File: src/rtl/alu_mc.sv
// Multi-cycle saturating ALU: eight single-cycle ops plus a signed multiply
// computed by an iterative shift-add engine behind a valid/ready handshake.
module alu_mc #(
    parameter int WIDTH = 16,
    parameter int SHW   = $clog2(WIDTH),
    parameter bit SAT   = 1'b1
) (
    input  logic             clk,
    input  logic             rst,
    input  logic             in_vld,
    output logic             in_rdy,
    input  logic [WIDTH-1:0] src0,
    input  logic [WIDTH-1:0] src1,
    input  logic [3:0]       aluOp,
    input  logic [SHW-1:0]   shAmt,
    output logic             out_vld,
    output logic [WIDTH-1:0] dst,
    output logic             V,
    output logic             Z,
    output logic             N,
    output logic [1:0]       dbg_state
);

    localparam int M  = WIDTH - 1;
    localparam int H  = WIDTH / 2;
    localparam int CW = $clog2(WIDTH);

    localparam logic [1:0] S_IDLE = 2'd0;
    localparam logic [1:0] S_MUL  = 2'd1;
    localparam logic [1:0] S_FIN  = 2'd2;

    localparam logic [3:0] OP_ADD = 4'd0;
    localparam logic [3:0] OP_SUB = 4'd1;
    localparam logic [3:0] OP_AND = 4'd2;
    localparam logic [3:0] OP_NOR = 4'd3;
    localparam logic [3:0] OP_SLL = 4'd4;
    localparam logic [3:0] OP_SRL = 4'd5;
    localparam logic [3:0] OP_SRA = 4'd6;
    localparam logic [3:0] OP_LHB = 4'd7;
    localparam logic [3:0] OP_MUL = 4'd8;

    localparam logic [WIDTH-1:0] MAXP = {1'b0, {(WIDTH-1){1'b1}}};
    localparam logic [WIDTH-1:0] MINN = {1'b1, {(WIDTH-1){1'b0}}};
    localparam logic [CW-1:0]    LAST = CW'(WIDTH - 1);

    logic [1:0]         state;
    logic [CW-1:0]      cnt;
    logic [2*WIDTH-1:0] mcand;
    logic [WIDTH-1:0]   mplier;
    logic [2*WIDTH-1:0] acc;
    logic               prod_neg;

    logic [WIDTH-1:0]   sum, diff, alu_res, mag0, mag1, mul_res;
    logic               alu_v, mul_v;
    logic [2*WIDTH-1:0] sprod;

    // Handshake: an op is taken on a rising edge where in_vld && in_rdy;
    // in_rdy is high only in IDLE and never while rst is asserted.
    assign in_rdy    = (state == S_IDLE) && !rst;
    assign dbg_state = state;

    assign mag0 = src0[M] ? -src0 : src0;
    assign mag1 = src1[M] ? -src1 : src1;

    always_comb begin
        alu_res = '0;
        alu_v   = 1'b0;
        sum     = src0 + src1;
        diff    = src0 - src1;
        case (aluOp)
            OP_ADD: begin
                alu_v   = (src0[M] == src1[M]) && (sum[M] != src0[M]);
                alu_res = (alu_v && SAT) ? (src0[M] ? MINN : MAXP) : sum;
            end
            OP_SUB: begin
                alu_v   = (src0[M] != src1[M]) && (diff[M] != src0[M]);
                alu_res = (alu_v && SAT) ? (src0[M] ? MINN : MAXP) : diff;
            end
            OP_AND:  alu_res = src0 & src1;
            OP_NOR:  alu_res = ~(src0 | src1);
            OP_SLL:  alu_res = src0 << shAmt;
            OP_SRL:  alu_res = src0 >> shAmt;
            OP_SRA:  alu_res = $signed(src0) >>> shAmt;
            OP_LHB:  alu_res = {src1[H-1:0], src0[H-1:0]};
            default: ;
        endcase
    end

    // The product fits only if its top WIDTH+1 bits are a pure sign extension.
    always_comb begin
        sprod   = prod_neg ? -acc : acc;
        mul_v   = !((&sprod[2*WIDTH-1:M]) || !(|sprod[2*WIDTH-1:M]));
        mul_res = (mul_v && SAT) ? (prod_neg ? MINN : MAXP) : sprod[WIDTH-1:0];
    end

    always_ff @(posedge clk) begin
        if (rst) begin
            state    <= S_IDLE;
            cnt      <= '0;
            out_vld  <= 1'b0;
            dst      <= '0;
            V        <= 1'b0;
            Z        <= 1'b0;
            N        <= 1'b0;
            mcand    <= '0;
            mplier   <= '0;
            acc      <= '0;
            prod_neg <= 1'b0;
        end else begin
            out_vld <= 1'b0;
            case (state)
                S_IDLE: begin
                    if (in_vld && in_rdy) begin
                        if (aluOp == OP_MUL) begin
                            mcand    <= {{WIDTH{1'b0}}, mag0};
                            mplier   <= mag1;
                            acc      <= '0;
                            prod_neg <= src0[M] ^ src1[M];
                            cnt      <= '0;
                            state    <= S_MUL;
                        end else begin
                            dst     <= alu_res;
                            V       <= alu_v;
                            Z       <= (alu_res == '0);
                            N       <= alu_res[M];
                            out_vld <= 1'b1;
                        end
                    end
                end
                S_MUL: begin
                    if (mplier[0]) acc <= acc + mcand;
                    mcand  <= mcand << 1;
                    mplier <= mplier >> 1;
                    cnt    <= cnt + 1'b1;
                    if (cnt == LAST) state <= S_FIN;
                end
                S_FIN: begin
                    dst     <= mul_res;
                    V       <= mul_v;
                    Z       <= (mul_res == '0);
                    N       <= mul_res[M];
                    out_vld <= 1'b1;
                    state   <= S_IDLE;
                end
                default: state <= S_IDLE;
            endcase
        end
    end

endmodule

File: config.mk
export PLATFORM = sky130hd
export DESIGN_NAME = alu_mc
export DESIGN_NICKNAME = d
export VERILOG_FILES = /design/src/rtl/alu_mc.sv
export SDC_FILE = /design/constraint.sdc
export NUM_CORES = 1
export LEC_CHECK = 0
export ABC_AREA = 1
export CORE_MARGIN = 5
export CORE_UTILIZATION = 50
export DETAILED_ROUTE_END_ITERATION = 7
export HOLD_SLACK_MARGIN = 0.05
export PLACE_DENSITY = 0.71
export SYNTH_ARGS = -nofsm -noshare
export SYNTH_HDL_FRONTEND = slang
export SYNTH_SLANG_ARGS = --single-unit
File: constraint.sdc
create_clock -name clk -period 4.1 [get_ports clk]
set_input_delay 0.82 -clock clk [delete_from_list [all_inputs] [get_ports clk]]
set_output_delay 0.82 -clock clk [all_outputs]
set_load 0.03 [all_outputs]
==> results.json <==
{
  "place.gp.congestion": 1.09,
  "critPathLaunchType": "input pin",
  "p_total_mw": 3.06,
  "hold_slack_ns": 0.464,
  "slew_headroom_pct": 44.3,
  "synth_cell_types": 61,
  "clock_insertion_delay_worst_skew_ns": 0.37,
  "yosys_most_used_dff": "dfxtp_1",
  "initial_core_util_pct": 50.7,
  "detail_route.first_pass.iterations": 8,
  "synth_cells": 1932,
  "die_area_um2": 26100,
  "route.met3.wl_mm": 6.11,
  "critical_path.top_delay_family": "simple AND/OR/NAND/NOR gates",
  "number_of_antenna_violations_at_the_first_check_in_global_routing": 1,
  "post_cts_hold_buffer_count": 0,
  "timing.final.max_slew_violations": 0,
  "drive_gt1_share_pct": 16.1,
  "finalCritPeriodShare_pct": 95.2,
  "timing.setup.critical_path_class": "in2reg",
  "hold_viol": 0,
  "first_global_vias": 12500,
  "wl_final_mm": 46.7,
  "rows": 55,
  "ys_ff_latch": 106,
  "slowest_cell_delay_on_critical_path_ns": 0.46,
  "io_pins": 66,
  "layout_commonest_cell": "nand2_1",
  "worst_max_slew_pin_slew_ns": 0.835,
  "layout.cells.most_common_list": "nand2_1, a21oi_1, buf_4",
  "dieWidth_um": 162,
  "async_flop_share_pct": 0,
  "grt_max_degree": 74,
  "worst_path_max_delay_cell": "fa_1",
  "wl_met2_mm": 18.7,
  "design.final.nets": 2255,
  "timing.critical_path.buf_inv": 6,
  "mean_area_per_synthesized_cell_um2": 5.95,
  "drt-initial-drc-count": 1894,
  "max-vdd-ir-drop_mv": 0.296,
  "route.top_layer_used": "met5",
  "synthesis.nets": 2065,
  "drv.max_cap_violation_count": 0,
  "power.static_leakage_nw": 6.90,
  "power_density_nw_per_um2": 215,
  "estimated_wirelength_of_the_detail_placed_design_mm": 38.0,
  "layout.area.seq_um2": 2120,
  "hold_path_class": "reg2reg",
  "cts.clk_slew.worst_paths_ns": 0.08,
  "yosysWarningCount": 0,
  "multiInputGateArea_um2": 8470,
  "report.final.setup_viol": 0,
  "cts.root.buffer_cell": "clkbuf_16",
  "critical_path_arrival_ns": 4.22,
  "cts_tree": "built",
  "run_status": "completed",
  "clock_sinks": 106,
  "fillcell_total": 2155,
  "timing.final.ws_setup_ns": 0.196,
  "wl_met1_mm": 20.7,
  "critPathCaptureType": "flop",
  "wl_per_cell_um": 19.3,
  "required_ns": 4.42,
  "vias": 14100,
  "grt_pass1_wl_mm": 71.5,
  "detail_route.vias_per_cell": 5.86,
  "antenna_violating_nets_post_route": 0,
  "place.port_buffers": 65,
  "dieHeight_um": 162,
  "place_ws_ns": -0.807,
  "grt_usage_pct": 34.8,
  "critical_path.most_common_cell": "nor2_1",
  "cts-root-to-sink-buffers": 2,
  "synthesis.area_um2": 11500,
  "finalWorstPathRequiredPeriod_ns": 3.90,
  "synth-edff-count": 0,
  "globalRouteOverflowTotal": 0,
  "drc": 0,
  "tritoncts.num_buffers": 9,
  "area.growth.synth_to_final_pct": 23.7,
  "synth_seq_area_share_pct": 18.5,
  "path_max_fanout": 4,
  "clock_tree.htree_level_count": 3,
  "antennaDiodeCount": 0,
  "fp.coreArea_um2": 22600,
  "maxClockFrequency_mhz": 256,
  "clock_skew_ns": 0.00856
}
==> flip-flops by register name, indices dropped and copies added, names as in the netlist <==
register   cells
mplier        16
V              1
prod_neg       1
Z              1
dbg_state      2
dst           16
cnt            4
out_vld        1
acc           32
mcand         32
==> power breakdown <==
part | total, mW | internal [mW] | switching, mW
logic | 1.06 | 0.422 | 0.635
registers | 1.06 | 1.04 | 0.0137
clock network | 0.944 | 0.491 | 0.452
==> tightest hold or removal path, stage by stage, from the launching register on <==
cell and delay [ns]:
dfxtp_1 0.31, nand2_1 0.06, a21oi_1 0.05
==> final cells by class <==
type	count	share of cell area (%)
sequential	106	14.9
inverter	215	5.73
clock buffer	9	1.58
clock inverter	7	0.660
multi-input combinational	1535	59.6
timing repair buffer	255	15.0
tap	285	2.51
==> cell usage after synthesis, types with 3 or more instances <==
cell	number	area share, %
a211oi_1	6	0.39
a21boi_0	3	0.20
a21o_1	5	0.33
a21oi_1	200	8.7
a221oi_1	7	0.53
a22oi_1	3	0.20
a31oi_1	17	0.93
buf_2	18	0.78
buf_4	5	0.33
clkbuf_1	47	1.5
clkinv_1	6	0.20
dfxtp_1	106	18
fa_1	4	0.70
ha_1	86	9.4
inv_1	203	6.6
inv_2	5	0.16
mux2i_1	3	0.26
nand2_1	494	16
nand2_2	8	0.44
nand2_4	4	0.39
nand3_1	125	5.4
nand3_2	6	0.52
nand3b_1	8	0.52
nand4_1	15	0.82
nor2_1	175	5.7
nor2_2	10	0.54
nor2_4	4	0.39
nor3_1	32	1.4
nor4_1	6	0.33
o2111ai_1	3	0.23
o211ai_1	25	1.6
o21a_1	7	0.46
o21ai_0	171	7.4
o21ai_1	7	0.30
o21ai_2	3	0.23
o21bai_1	3	0.20
o221ai_1	6	0.46
o22ai_1	12	0.65
o31ai_1	7	0.46
o32ai_1	3	0.23
or2_2	15	0.82
xnor2_1	6	0.46
xor2_1	31	2.4
==> path summary, 6_finish.rpt <==
kind,start,depth (start not counted),slack [ns],to
min reg2reg,V$_SDFFE_PP0P_,2,0.46,V$_SDFFE_PP0P_
max,src1[4],29,0.20,Z$_SDFFE_PP0P_
min,V$_SDFFE_PP0P_,2,0.46,V$_SDFFE_PP0P_
max reg2reg,acc[2]$_SDFFE_PP0P_,13,0.81,acc[23]$_SDFFE_PP0P_
==> layer usage <==
metal	up-vias	track usage, %
met5	-	0
met4	2	7.68
met3	90	8.42
met2	792	49.1
met1	6405	53.1
li1	6842	-
==> repair_timing <==
action | in CTS | in global routing
buffers inserted | 13 | 12
pin swaps | 19 | 23
gates resized for setup | 54 | 67
setup endpoints to repair | 17 | 17
==> metrics by stage <==
stage / area, um2 / setup TNS (ns) / utilization [%] / cells
after floorplan: 11500 / 0 / - / 1932
after global placement: 13400 / -9.71 / 59.3 / 2371
after detailed placement: 13400 / -11.16 / 59.3 / 2371
after CTS: 14000 / 0 / 61.8 / 2400
after global routing: 14200 / -0.0852 / 62.8 / 2412
final: 14200 / 0 / 62.8 / 2412
==> kinds of logic (layout without fill, tap and decap cells) <==
group / after synthesis / after routing / share of synthesized area, %
adders and majority gates: 90 / 90 / 10.1
DFF: 106 / 106 / 18.5
AOI/OAI and AO/OA: 496 / 496 / 24.2
muxes: 3 / 3 / 0.261
xor gates and xnor gates: 38 / 38 / 2.96
buffers and inverters: 291 / 486 / 10.1
and+or+nand+nor: 908 / 908 / 34.0
No activity file was read; power rests on OpenSTA's default activity.
